--- config.mk ---
export PLATFORM = sky130hd
export DESIGN_NAME = dmem_bus_ctrl_flat
export DESIGN_NICKNAME = d
export VERILOG_FILES = /design/src/rtl/dmem_bus_ctrl_if.sv /design/src/rtl/dmem_bus_ctrl.sv /design/src/flat_wrapper.sv
export SDC_FILE = /design/constraint.sdc
export NUM_CORES = 1
export LEC_CHECK = 0
export BUFFER_PORTS_ARGS = -buffer_cell sky130_fd_sc_hd__buf_4
export CORE_MARGIN = 2
export CORE_UTILIZATION = 35
export DETAILED_ROUTE_END_ITERATION = 16
export PLACE_DENSITY = 0.67
export SLEW_MARGIN = 10
export SYNTH_ARGS = -nofsm -noshare
export SYNTH_HDL_FRONTEND = slang
export SYNTH_SLANG_ARGS = --single-unit
export TNS_END_PERCENT = 10
--- constraint.sdc ---
create_clock -name clk -period 5.15 [get_ports clk]
set_input_delay 0.7725 -clock clk [delete_from_list [all_inputs] [get_ports clk]]
set_output_delay 0.7725 -clock clk [all_outputs]
set_load 0.02 [all_outputs]
--- src/rtl/dmem_bus_ctrl_if.sv ---
// rtl/dmem_bus_ctrl_if.sv - bus and RAM signal bundle for the data-memory access sequencer
//   master: request side and RAM read data (drives START_RD/START_WR/ADDR_IN/DATA_IN/LEN/MEM_RDATA)
//   slave : the sequencer (drives MEM_ADDR/MEM_RE/MEM_WE/MEM_WDATA/BOUT/DEST_WR/BUSY/DONE)
interface dmem_bus_ctrl_if #(
    parameter int DW = 16,
    parameter int AW = 16
);
    logic          START_RD;
    logic          START_WR;
    logic [AW-1:0] ADDR_IN;
    logic [DW-1:0] DATA_IN;
    logic [3:0]    LEN;
    logic [AW-1:0] MEM_ADDR;
    logic          MEM_RE;
    logic          MEM_WE;
    logic [DW-1:0] MEM_WDATA;
    logic [DW-1:0] MEM_RDATA;
    logic [DW-1:0] BOUT;
    logic          DEST_WR;
    logic          BUSY;
    logic          DONE;

    modport master (
        output START_RD, START_WR, ADDR_IN, DATA_IN, LEN, MEM_RDATA,
        input  MEM_ADDR, MEM_RE, MEM_WE, MEM_WDATA, BOUT, DEST_WR, BUSY, DONE
    );

    modport slave (
        input  START_RD, START_WR, ADDR_IN, DATA_IN, LEN, MEM_RDATA,
        output MEM_ADDR, MEM_RE, MEM_WE, MEM_WDATA, BOUT, DEST_WR, BUSY, DONE
    );
endinterface

--- src/rtl/dmem_bus_ctrl.sv ---
// rtl/dmem_bus_ctrl.sv - data-memory access sequencer: single writes and 1-16 word read bursts
//   clk : clock, rising edge
//   RST : synchronous active-high reset, aborts any operation in flight
//   bus : dmem_bus_ctrl_if.slave (start requests, RAM port, BOUT/DEST_WR to the bus, BUSY/DONE)
module dmem_bus_ctrl #(
    parameter int DW     = 16,
    parameter int AW     = 16,
    parameter int RD_LAT = 2
) (
    input  logic            clk,
    input  logic            RST,
    dmem_bus_ctrl_if.slave  bus
);
    typedef enum logic [2:0] {
        IDLE,
        WR_ISSUE,
        RD_ISSUE,
        RD_WAIT,
        RD_DELIVER
    } state_t;

    localparam logic [2:0] LAT_INIT = 3'(RD_LAT);

    state_t        state_q, state_d;
    logic [AW-1:0] addr_q;
    logic [DW-1:0] wdata_q;
    logic [3:0]    len_q;
    logic [2:0]    lat_q;
    logic [DW-1:0] bout_q;
    logic          done_q, done_d;
    logic          mem_re, mem_we, dest_wr;

    always_ff @(posedge clk) begin
        if (RST) begin
            state_q <= IDLE;
            done_q  <= 1'b0;
        end else begin
            state_q <= state_d;
            done_q  <= done_d;
        end
    end

    always_comb begin
        state_d = state_q;
        done_d  = 1'b0;
        mem_re  = 1'b0;
        mem_we  = 1'b0;
        dest_wr = 1'b0;
        case (state_q)
            IDLE: begin
                // Read has priority when both starts arrive together.
                if (bus.START_RD)
                    state_d = RD_ISSUE;
                else if (bus.START_WR)
                    state_d = WR_ISSUE;
            end
            WR_ISSUE: begin
                mem_we  = 1'b1;
                done_d  = 1'b1;
                state_d = IDLE;
            end
            RD_ISSUE: begin
                mem_re  = 1'b1;
                state_d = RD_WAIT;
            end
            RD_WAIT: begin
                // lat_q reaches 1 in the cycle MEM_RDATA becomes valid.
                if (lat_q == 3'd1)
                    state_d = RD_DELIVER;
            end
            RD_DELIVER: begin
                dest_wr = 1'b1;
                if (len_q == 4'd0) begin
                    done_d  = 1'b1;
                    state_d = IDLE;
                end else begin
                    state_d = RD_ISSUE;
                end
            end
            default: state_d = IDLE;
        endcase
    end

    always_ff @(posedge clk) begin
        if (RST) begin
            addr_q  <= '0;
            wdata_q <= '0;
            len_q   <= '0;
            lat_q   <= '0;
            bout_q  <= '0;
        end else begin
            case (state_q)
                IDLE: begin
                    if (bus.START_RD) begin
                        addr_q <= bus.ADDR_IN;
                        len_q  <= bus.LEN;
                    end else if (bus.START_WR) begin
                        addr_q  <= bus.ADDR_IN;
                        wdata_q <= bus.DATA_IN;
                    end
                end
                RD_ISSUE: lat_q <= LAT_INIT;
                RD_WAIT: begin
                    lat_q <= lat_q - 3'd1;
                    if (lat_q == 3'd1)
                        bout_q <= bus.MEM_RDATA;
                end
                RD_DELIVER: begin
                    // Address wraps naturally modulo 2^AW.
                    if (len_q != 4'd0) begin
                        len_q  <= len_q - 4'd1;
                        addr_q <= addr_q + AW'(1);
                    end
                end
                default: ;
            endcase
        end
    end

    // MEM_ADDR is the latched address, so it holds between accesses.
    assign bus.MEM_ADDR  = addr_q;
    assign bus.MEM_RE    = mem_re;
    assign bus.MEM_WE    = mem_we;
    assign bus.MEM_WDATA = mem_we ? wdata_q : '0;
    assign bus.BOUT      = bout_q;
    assign bus.DEST_WR   = dest_wr;
    assign bus.BUSY      = (state_q != IDLE);
    assign bus.DONE      = done_q;
endmodule

--- src/flat_wrapper.sv ---
// flat-port wrapper written by rule: the top's interface ports become plain ports
module dmem_bus_ctrl_flat 
#(
    parameter int DW     = 16,
    parameter int AW     = 16,
    parameter int RD_LAT = 2
)
  (clk, RST, bus_START_RD, bus_START_WR, bus_ADDR_IN, bus_DATA_IN, bus_LEN, bus_MEM_RDATA, bus_MEM_ADDR, bus_MEM_RE, bus_MEM_WE, bus_MEM_WDATA, bus_BOUT, bus_DEST_WR, bus_BUSY, bus_DONE);
  dmem_bus_ctrl_if #(.DW(DW), .AW(AW)) bus_i ();
  input  logic clk;
  input  logic RST;
  input wire logic [$bits(bus_i.START_RD)-1:0] bus_START_RD;
  input wire logic [$bits(bus_i.START_WR)-1:0] bus_START_WR;
  input wire logic [$bits(bus_i.ADDR_IN)-1:0] bus_ADDR_IN;
  input wire logic [$bits(bus_i.DATA_IN)-1:0] bus_DATA_IN;
  input wire logic [$bits(bus_i.LEN)-1:0] bus_LEN;
  input wire logic [$bits(bus_i.MEM_RDATA)-1:0] bus_MEM_RDATA;
  output wire logic [$bits(bus_i.MEM_ADDR)-1:0] bus_MEM_ADDR;
  output wire logic [$bits(bus_i.MEM_RE)-1:0] bus_MEM_RE;
  output wire logic [$bits(bus_i.MEM_WE)-1:0] bus_MEM_WE;
  output wire logic [$bits(bus_i.MEM_WDATA)-1:0] bus_MEM_WDATA;
  output wire logic [$bits(bus_i.BOUT)-1:0] bus_BOUT;
  output wire logic [$bits(bus_i.DEST_WR)-1:0] bus_DEST_WR;
  output wire logic [$bits(bus_i.BUSY)-1:0] bus_BUSY;
  output wire logic [$bits(bus_i.DONE)-1:0] bus_DONE;
  assign bus_i.START_RD = bus_START_RD;
  assign bus_i.START_WR = bus_START_WR;
  assign bus_i.ADDR_IN = bus_ADDR_IN;
  assign bus_i.DATA_IN = bus_DATA_IN;
  assign bus_i.LEN = bus_LEN;
  assign bus_i.MEM_RDATA = bus_MEM_RDATA;
  assign bus_MEM_ADDR = bus_i.MEM_ADDR;
  assign bus_MEM_RE = bus_i.MEM_RE;
  assign bus_MEM_WE = bus_i.MEM_WE;
  assign bus_MEM_WDATA = bus_i.MEM_WDATA;
  assign bus_BOUT = bus_i.BOUT;
  assign bus_DEST_WR = bus_i.DEST_WR;
  assign bus_BUSY = bus_i.BUSY;
  assign bus_DONE = bus_i.DONE;
  dmem_bus_ctrl #(.DW(DW), .AW(AW), .RD_LAT(RD_LAT)) u_core (.clk(clk), .RST(RST), .bus(bus_i));
endmodule
==> metrics.md, run 1 <==
| Metric | Value |
|---|---|
| Initial DRC Count | `between 100 and 150` |
| CTS tree | `done` |
| Outcome | `complete, no violations` |
| Aggregate global routing overflow | `0` |
| WP data arrival | `2.11 ns` |
| Final nets | `roughly 530` |
| Die ar. | `9060 µm²` |
| Number of diodes | `0` |
| Worst-margin pin slew | `~1.1 ns` |
| First-pass GRT wire length | `~13000 µm` |
| Post-route ant nets | `0` |
| 1st-pass router iterations | `4` |
| Place WS | `about 2.6 ns` |
| Largest net degree at the start of global routing | `approximately 60` |
| Grt peak-use layer | `met2` |
| Cell Area, Placed | `around 3700 µm²` |
| Port buffer count | `between 100 and 150` |
| Synth cell count leaders | `nand2_1 (83), dfxtp_1 (59), a21oi_1 (51)` |
| Crit path capture type | `output port` |
| Die Height | `between 90 and 100 µm` |
| Routed via count | `roughly 2900` |
| GR met2 Demand/Resource | `between 20% and 30%` |
| Final instance area | `a little under 4000 µm²` |
| Crit share post-route | `between 50% and 60%` |
| Setup TNS | `0 ns` |
| PD cells | `about 300 nW/µm²` |
| Asr flop ratio synth | `0%` |
| Cts hold-fix bufs | `0` |
| Met1 Usage GRT | `22.9%` |
| Non-filler instance count after layout | `between 500 and 600` |
| Vias per cell | `approximately 5.1` |
| Detailed Place HPWL | `around 5400 µm` |
| Routed WL per cell | `13.6 µm` |
| Peak supply drop | `around 0.16 mV` |
| R2r worst-path depth | `6` |
| Syn_nets | `around 430` |
| CTS Buf Count | `9` |
| Initial antenna violation count | `0` |
| R2r endpoint | `u_core.bus.MEM_ADDR[11]` |
| Post-synth top flop | `dfxtp_1` |
| Placer Congestion | `around 0.86` |
| Area leader, netlist | `dfxtp_1` |
| Critical path class | `flip-flop to output port` |
| Hold Vio Cnt, Final | `0` |
| GR Util met3 | `6.56%` |
| Synthesis-to-finish area growth | `35.7%` |
| Hold EP | `u_core.wdata_q[1]` |
| Final setup viols | `0` |
| Hold wc startpoint | `u_core.wdata_q[1]` |
| Reg2reg start | `u_core.len_q[0]` |
| I/O pin count | `between 100 and 150` |
| Layout cell share with drive strength beyond 1 | `roughly 29%` |
| RSZ-0062 raised after global routing | `false` |
| Top-count cell post-synth | `nand2_1` |
| Core Box Area | `8130 µm²` |
| Final Hold Slack | `approximately 0.45 ns` |
| Clk sinks | `around 60` |
| Max transition margin | `between 20% and 30%` |
| CP max FO | `44` |
| Mean post-synth cell area | `about 8 µm²` |
| Tmin final | `2.88 ns` |
| Yosys warning total | `0` |
| Drt drc | `0` |
| FMAX | `347 MHz` |
| Max_cap viols | `0` |
| # placed instances | `about 560` |
| Post-synth EDFFs | `0` |
| Clock slew at reported path FFs | `roughly 0.06 ns` |
| Hold path depth | `2` |
| Top cell type's share of synthesized area | `approximately 41%` |
| Chip Width | `roughly 95 µm` |
| Worst setup margin | `around 2.3 ns` |
| Clock tree buffer depth | `2` |
| Final WL | `~8000 µm` |
| CP Launch Type | `flip-flop` |
| Starting Density | `35.8%` |
| Sequential share of the synthesized area | `between 40% and 50%` |
| Root Buffer Master | `clkbuf_8` |
| Seq cells post-synth | `roughly 60` |
| Cts repair resizes | `0` |
| Post-synth cell types | `56` |
| Required time of the critical path | `4.38 ns` |
| All-Layer GR Usage | `a little under a fifth` |
| Path type of the worst min-delay path | `flip-flop to flip-flop` |
| H-tree levels | `3` |
| Clock Latency Late Sink | `about 0.34 ns` |
| Max-slew violation count | `0` |
| Vias in the first global route | `~2800` |
| Ranking of synthesized cells by area | `dfxtp_1 (41%), nand2_1 (11%), a21oi_1 (8.8%), and2_1 (4.7%), o21ai_0 (2.6%)` |
| Worst reg-to-reg setup slack | `between 2 and 3 ns` |
| Setup Fix Bufs, Post-CTS | `0` |
| Layout fillers | `roughly 820` |
| Row count | `33` |
| Setup Skew | `approximately 0.011 ns` |
| Syn Std Cell Area | `between 2000 and 3000 µm²` |
| Leakage | `roughly 1.6 nW` |
| Cells after Synth | `about 370` |
[power breakdown]
part | internal (W) | switching (W)
clock network | 0.000285 | 0.000192
registers | 0.000481 | 0.0000310
logic | 0.0000860 | 0.000100
[how the worst max path moves through the flow]
stage               slack [ns]               from  depth (start not counted)           endpoint
floorplan                 2.84  u_core.state_q[2]                          4  bus_MEM_WDATA[10]
global placement          2.67  u_core.state_q[2]                          4        bus_DEST_WR
detailed placement        2.64  u_core.state_q[2]                          4        bus_DEST_WR
CTS                       2.26  u_core.state_q[2]                          4        bus_DEST_WR
global route              2.08  u_core.state_q[2]                          4        bus_DEST_WR
finish                    2.27  u_core.state_q[2]                          4        bus_DEST_WR
[per-stage QoR]
stage          power (W)  utilization (%)
2_1_floorplan   0.000627                -
3_3_place_gp    0.000705             45.8
3_5_place_dp    0.000710             45.8
4_1_cts          0.00119             48.6
5_1_grt          0.00124             48.6
6_report         0.00118             48.6
[critical path: stages (launching register included)]
cell	delay, ns
dfxtp_1	0.50
or3b_1	0.38
buf_4	0.27
inv_1	0.39
buf_4	0.23
[area by class of cell]
cell class	instances	area (µm²)	share of cell area, %
Multi-Input combinational cell	277	1550	39.3
Sequential cell	59	1180	29.9
Timing Repair Buffer	109	818	20.7
Clock buffer	10	138	3.48
Tap cell	105	131	3.33
Clock inverter	6	88.8	2.25
Inverter	11	41.3	1.05
[state kept, by name (all words and copies together), names as in the netlist]
name / count
u_core.bus.DONE: 1
u_core.len_q: 4
u_core.bus.MEM_ADDR: 16
u_core.lat_q: 3
u_core.state_q: 3
u_core.bus.BOUT: 16
u_core.wdata_q: 16
[metal layers]
layer | wire [µm] | part of all wire, %
met5 | 0 | 0
met4 | 93 | 1.2
met3 | 647 | 8.2
met2 | 3650 | 46
met1 | 3460 | 44
[cells in the final DEF, fill, tap and decap left out, types with 3 or more instances in the layout]
cell / instances
nor4_1: 6
clkbuf_8: 10
nor3_1: 6
buf_4: 109
nor2b_1: 3
a211oi_1: 5
o31a_1: 3
nand2_1: 83
inv_1: 11
nand3_1: 6
and2_0: 4
o21ai_0: 15
nor2_1: 17
dfxtp_1: 59
and2_1: 22
nand4_1: 3
a21oi_1: 51
o32ai_1: 5
o21ai_1: 3
ha_1: 4
[kinds of logic after synthesis]
| group | share of synthesized area, % |
|---|---|
| multiplexers | 0.731 |
| adder cells (fa/ha/maj) | 1.72 |
| AND/OR/NAND/NOR | 30.0 |
| XOR/XNOR | 0.301 |
| flip-flops | 40.6 |
| AO/OA/AOI/OAI | 20.3 |
| buffers and inverters | 6.32 |
Power figures use the tool's default switching activity.
==> inputs of run 2 (changes only) <==
==> constraint.sdc (replaced) <==
create_clock -name clk -period 2.95 [get_ports clk]
set_input_delay 0.4425 -clock clk [delete_from_list [all_inputs] [get_ports clk]]
set_output_delay 0.4425 -clock clk [all_outputs]
set_load 0.02 [all_outputs]
==> run 2 against run 1 <==
Combinational power rose by 76%. Worst setup slack got worse by 1.6 ns. Register-to-register slack got worse by 1.9 ns. Sequential power rose by 75%. Global-route usage fell by 0.92 points. Sequential share of layout area fell by 0.12 points. Clock skew fell by 0.0038 ns. Die area did not move. Clock power rose by 77%. Total power rose by 76%.
==> metrics.md, run 2 (synthesis results as in run 1) <==
| Metric | Value |
|---|---|
| Outcome | `complete, no violations` |
| Place WS | `about 0.93 ns` |
| Clk sinks | `59` |
| Required time of the critical path | `about 2.5 ns` |
| RSZ-0062 raised after global routing | `false` |
| Final Hold Slack | `about 0.36 ns` |
| Commonest non-fill, non-tap cell in the layout | `buf_4` |
| Root Buffer Master | `clkbuf_8` |
| Chip Width | `between 90 and 100 µm` |
| Most frequent cells in the layout | `buf_4 (111), nand2_1 (83), dfxtp_1 (59)` |
| I/O pin count | `109` |
| All-Layer GR Usage | `roughly 17%` |
| CP max FO | `13` |
| First-pass GRT wire length | `12400 µm` |
| Routed via count | `2993` |
| WP data arrival | `1.85 ns` |
| Clock tree buffer depth | `2` |
| Worst reg-to-reg setup slack | `roughly 0.88 ns` |
| Detailed Place HPWL | `between 5000 and 6000 µm` |
| PD cells | `between 500 and 600 nW/µm²` |
| FMAX | `436 MHz` |
| Final core utilization | `48.8%` |
| CP max stage delay | `roughly 0.52 ns` |
| Layout fillers | `around 810` |
| Hold EP | `u_core.wdata_q[12]` |
| Row count | `33` |
| Cts hold-fix bufs | `0` |
| Die ar. | `9060 µm²` |
| Die Height | `between 90 and 100 µm` |
| Max-slew violation count | `0` |
| Port buffer count | `108` |
| H-tree levels | `3` |
| Leakage | `about 1.6 nW` |
| Final Power | `about 0.0021 W` |
| Setup Skew | `about 0.0074 ns` |
| Clock slew at reported path FFs | `approximately 0.07 ns` |
| Worst-margin pin slew | `1.07 ns` |
| Drt drc | `0` |
| Crit share post-route | `between 70 and 80%` |
| CTS Buf Count | `9` |
| Max_cap viols | `0` |
| Critical path class | `flip-flop to output port` |
| 1st-pass router iterations | `4` |
| Hold Vio Cnt, Final | `0` |
| R2r endpoint | `u_core.bus.MEM_ADDR[15]` |
| Setup Fix Bufs, Post-CTS | `0` |
| Crit path cell chain | `or3b_1 -> inv_1 -> buf_4` |
| Number of diodes | `0` |
| Final nets | `approximately 530` |
| CP Launch Type | `flip-flop` |
| Starting Density | `a little over a third` |
| Crit path capture type | `output port` |
| Cts repair resizes | `0` |
| Hold wc startpoint | `bus_DATA_IN[12]` |
| Placer Congestion | `between 0.8 and 0.9` |
| Tmin final | `between 2 and 2.5 ns` |
| Peak supply drop | `around 0.28 mV` |
| Reg2reg start | `u_core.len_q[0]` |
| Post-route ant nets | `0` |
| Aggregate global routing overflow | `0` |
| R2r worst-path depth | `6` |
| Worst setup margin | `~0.65 ns` |
| Setup TNS | `0 ns` |
| CTS tree | `done` |
| Final setup viols | `0` |
| Core Box Area | `approximately 8100 µm²` |
| Path type of the worst min-delay path | `input port to flip-flop` |
| Initial antenna violation count | `0` |
| Vias per cell | `5.17` |
| Vias in the first global route | `2723` |
| Routed WL per cell | `13.4 µm` |
| Clock Latency Late Sink | `between 0.3 and 0.4 ns` |
| Layout cell share with drive strength beyond 1 | `29.1%` |
| Synthesis-to-finish area growth | `36.2%` |
| Hold path depth | `3` |
| Max transition margin | `~28%` |
| CP max-delay cell | `dfxtp_1` |
| Initial DRC Count | `around 120` |
| Final WL | `around 7800 µm` |
| Largest net degree at the start of global routing | `61` |
==> run 2: cell type report <==
cell class	count	area, µm²	area share, %
Clock buffer	12	155	3.91
Clock inverter	4	72.6	1.83
Inverter	11	41.3	1.04
Multi-Input combinational cell	277	1550	39.1
Sequential cell	59	1180	29.8
Tap cell	105	131	3.31
Timing Repair Buffer	111	833	21.0
==> run 2: metrics by stage <==
| step | cells | instance area, µm² |
|---|---|---|
| 6_report | 579 | 3970 |
| 5_1_grt | 579 | 3970 |
| 4_1_cts | 579 | 3970 |
| 3_5_place_dp | 563 | 3740 |
| 3_3_place_gp | 563 | 3740 |
| 2_1_floorplan | 371 | 2910 |
==> run 2: critical path: cells and delay by family (launching register included) <==
family | cells | cell delay (ns)
AND/OR/NAND/NOR | 1 | 0.40
buffers and inverters | 2 | 0.60
flip-flops | 1 | 0.52
==> run 2: power breakdown <==
part	switching (W)	internal (W)
Clock	0.000325	0.000521
Combinational	0.000174	0.000154
Sequential	0.0000539	0.000840
Total	0.000552	0.00152
==> run 2: worst max-delay path by stage <==
stage	slack (ns)	cells after the start	endpoint	start
6_report	0.65	3	bus_DEST_WR	u_core.state_q[2]
3_5_place_dp	0.93	6	u_core.bus.MEM_ADDR[15]	u_core.len_q[0]
5_1_grt	0.56	3	bus_DEST_WR	u_core.state_q[2]
4_1_cts	0.66	3	bus_DEST_WR	u_core.state_q[2]
2_1_floorplan	0.97	4	bus_MEM_WDATA[10]	u_core.state_q[2]
3_3_place_gp	1.03	3	bus_DEST_WR	u_core.state_q[2]
==> run 2: per-layer routing <==
| metal | GRT usage [%] | up-vias | wire [µm] |
|---|---|---|---|
| met3 | 4.11 | 11 | 625 |
| met5 | 0 | - | 0 |
| met4 | 6.16 | 0 | 128 |
| met1 | 22.0 | 1387 | 3370 |
| met2 | 28.6 | 109 | 3650 |
| li1 | - | 1486 | - |
==> inputs of run 3 (changes only) <==
--- a/config.mk
+++ b/config.mk
@@ -5,11 +5,12 @@
 export SDC_FILE = /design/constraint.sdc
 export NUM_CORES = 1
 export LEC_CHECK = 0
+export ABC_AREA = 1
 export BUFFER_PORTS_ARGS = -buffer_cell sky130_fd_sc_hd__buf_4
 export CORE_MARGIN = 2
 export CORE_UTILIZATION = 35
 export DETAILED_ROUTE_END_ITERATION = 16
-export PLACE_DENSITY = 0.67
+export PLACE_DENSITY = 0.69
 export SLEW_MARGIN = 10
 export SYNTH_ARGS = -nofsm -noshare
 export SYNTH_HDL_FRONTEND = slang
==> constraint.sdc (replaced) <==
create_clock -name clk -period 1.89 [get_ports clk]
set_input_delay 0.2835 -clock clk [delete_from_list [all_inputs] [get_ports clk]]
set_output_delay 0.2835 -clock clk [all_outputs]
set_load 0.02 [all_outputs]
==> run 3 against run 2 <==
Sequential share of layout area shrank 0.27 points. Via count is 2.8% higher. Die area up 1.1%. Critical endpoint is now bus_MEM_WDATA[12].
==> metrics.md, run 3 <==
| Metric | Value |
|---|---|
| Die Height | `95.7 µm` |
| Final WL | `~8000 µm` |
| Post-synth EDFFs | `0` |
| Area leader, netlist | `dfxtp_1` |
| Post-synth top flop | `dfxtp_1` |
| Syn Std Cell Area | `just under 3000 µm²` |
| Switching power | `roughly 0.0011 W` |
| Yosys warning total | `0` |
| Max_cap viols | `0` |
| Row count | `33` |
| Max transition margin | `between 60% and 70%` |
| Initial DRC Count | `144` |
| Aggregate global routing overflow | `0` |
| I/O pin count | `around 110` |
| Leakage | `around 1.8 nW` |
| Worst-margin pin slew | `0.488 ns` |
| Core Box Area | `roughly 8000 µm²` |
| Chip Width | `95.7 µm` |
| Most frequent cells in the layout | `buf_4 (113), nor2_1 (93), nand2_1 (79)` |
| Starting Density | `around 36%` |
| Layout cell share with drive strength beyond 1 | `between 20 and 30%` |
| Worst reg-to-reg setup slack | `around 0.29 ns` |
| Asr flop ratio synth | `0%` |
| Routed WL per cell | `between 10 and 15 µm` |
| Root Buffer Master | `clkbuf_8` |
| CP Launch Type | `flip-flop` |
| Peak supply drop | `about 0.33 mV` |
| Share of power burned in registers | `44.4%` |
| Hold Vio Cnt, Final | `0` |
| First-pass GRT wire length | `approximately 12000 µm` |
| Final core utilization | `roughly half` |
| Vias per cell | `4.72` |
| Routed via count | `roughly 3100` |
| Syn_nets | `just under 500` |
| Clock Latency Late Sink | `around 0.34 ns` |
| Final setup viols | `0` |
| FMAX | `560 MHz` |
| CP max stage delay | `roughly 0.44 ns` |
| Seq cells post-synth | `between 50 and 60` |
| Mean post-synth cell area | `6.75 µm²` |
| Top cell type's share of synthesized area | `about two fifths` |
| Vias in the first global route | `around 2800` |
| RSZ-0062 raised after global routing | `false` |
| Crit path cell chain | `inv_1 -> nor3_2 -> inv_2 -> nor2_1 -> buf_4` |
| Clock slew at reported path FFs | `~0.080 ns` |
| Largest net degree at the start of global routing | `40` |
| Outcome | `complete, no violations` |
| Final nets | `between 600 and 700` |
| Post-route ant nets | `0` |
| Clock share of power | `31.2%` |
| Clk sinks | `59` |
| PD cells | `a little over 800 nW/µm²` |
| CTS Buf Count | `9` |
| Cts hold-fix bufs | `0` |
| Detailed Place HPWL | `roughly 5700 µm` |
| Clock tree buffer depth | `2` |
| Critical path class | `flip-flop to output port` |
| Synthesis-to-finish area growth | `36.1%` |
| Max-slew violation count | `0` |
| Ranking of synthesized cells by area | `dfxtp_1 (40%), nor2_1 (12%), nand2_1 (10%), o21ai_0 (7.8%), a21oi_1 (6.6%)` |
| Placer Congestion | `0.859` |
| Crit share post-route | `94.4%` |
| Path type of the worst min-delay path | `input port to flip-flop` |
| Required time of the critical path | `between 1.5 and 2 ns` |
| CP max-delay cell | `dfxtp_1` |
| H-tree levels | `3` |
| Sequential share of the synthesized area | `40.1%` |
| Commonest non-fill, non-tap cell in the layout | `buf_4` |
| Cells after Synth | `roughly 440` |
| Initial antenna violation count | `0` |
| Number of diodes | `0` |
| Post-synth cell types | `35` |
| Layout fillers | `859` |
| Setup TNS | `0 ns` |
| Sw Share | `about 34%` |
| Int Pwr | `0.00217 W` |
| Drt drc | `0` |
| CP max FO | `17` |
| Comb pwr share | `between 20% and 30%` |
| Setup Skew | `just under 0.009 ns` |
| Top-count cell post-synth | `nor2_1` |
| Die ar. | `9160 µm²` |
| CTS tree | `done` |
| Crit path capture type | `output port` |
| Port buffer count | `approximately 110` |
| All-Layer GR Usage | `~17%` |
| 1st-pass router iterations | `5` |
| Tmin final | `~1.8 ns` |
| WP data arrival | `~1.5 ns` |
| Synth cell count leaders | `nor2_1 (93), nand2_1 (79), dfxtp_1 (59)` |
-- run 3: cell types whose count changed after synthesis, moves of 5 or more --
| cell | before | now |
|---|---|---|
| nand3_1 | 6 | 16 |
| o32ai_1 | 5 | 0 |
| and2_1 | 22 | 0 |
| inv_1 | 11 | 45 |
| nor2_1 | 17 | 93 |
| o21ai_0 | 15 | 46 |
| nor4_1 | 6 | 0 |
| a21oi_1 | 51 | 39 |
| a211oi_1 | 5 | 0 |
-- run 3: area by class of cell --
type                            instances  area [µm²]  share of cell area, %
Clock buffer                            9         124                   3.09
Clock inverter                          7        52.6                   1.31
Inverter                               49         186                   4.65
Multi-Input combinational cell        310        1480                   37.0
Sequential cell                        59        1180                   29.5
Tap cell                              105         131                   3.28
Timing Repair Buffer                  113         848                   21.2
-- run 3: power groups by stage --
| stage | Combinational, W | Sequential, W | Clock [W] |
|---|---|---|---|
| finish | 0.000809 | 0.00147 | 0.00103 |
| global route | 0.000903 | 0.00149 | 0.00111 |
| CTS | 0.000814 | 0.00147 | 0.00106 |
| detailed placement | 0.000810 | 0.00149 | 0 |
| global placement | 0.000798 | 0.00149 | 0 |
| floorplan | 0.000482 | 0.00153 | 0 |
-- run 3: cell families (layout without fill, tap and decap cells) --
kind of cell,after synthesis,count (layout),synth area share [%]
AND/OR/NAND/NOR,205,205,29.5
AO/OA/AOI/OAI,98,98,18.0
buffers and inverters,67,178,9.73
flip-flops,59,59,40.1
adder cells (fa/ha/maj),4,4,1.70
XOR/XNOR,3,3,0.893
-- run 3: routing by layer --
| metal | track usage [%] | vias to the layer above | routed length [µm] |
|---|---|---|---|
| li1 | - | 1600 | - |
| met5 | 0 | - | 0 |
| met2 | 27.4 | 103 | 3510 |
| met4 | 7.98 | 0 | 118 |
| met1 | 20.7 | 1364 | 3510 |
| met3 | 5.72 | 9 | 636 |
-- run 3: worst max-delay path, delay by kind of cell (launching register included) --
kind | cells | cell delay, ns
flops | 1 | 0.44
simple gates | 2 | 0.31
buf+inv | 3 | 0.41
-- run 3: worst paths after layout --
path	start	end	depth (start not counted)
worst min register to register	u_core.wdata_q[9]	u_core.wdata_q[9]	2
worst min-delay path	bus_MEM_RDATA[15]	u_core.bus.BOUT[15]	3
worst max-delay path	u_core.state_q[0]	bus_MEM_WDATA[12]	5
worst max register to register	u_core.len_q[0]	u_core.len_q[3]	10
-- run 3: metrics by stage --
stage | hold slack (ns) | cells | setup WS [ns] | total power, W | area (µm²)
3_5_place_dp | 0.445 | 636 | 0.304 | 0.00230 | 3830
3_3_place_gp | 0.439 | 636 | 0.391 | 0.00229 | 3830
5_1_grt | 0.191 | 652 | 0.000552 | 0.00350 | 4010
2_1_floorplan | 0.430 | 436 | 0.182 | 0.00201 | 2950
4_1_cts | 0.179 | 652 | 0.0778 | 0.00334 | 4010
6_report | 0.185 | 652 | 0.105 | 0.00331 | 4010
-- run 3: timing repair --
action | CTS | global route
setup buffers | 0 | 0
setup endpoints to repair | 1 | 1
resized for setup | 1 | 1
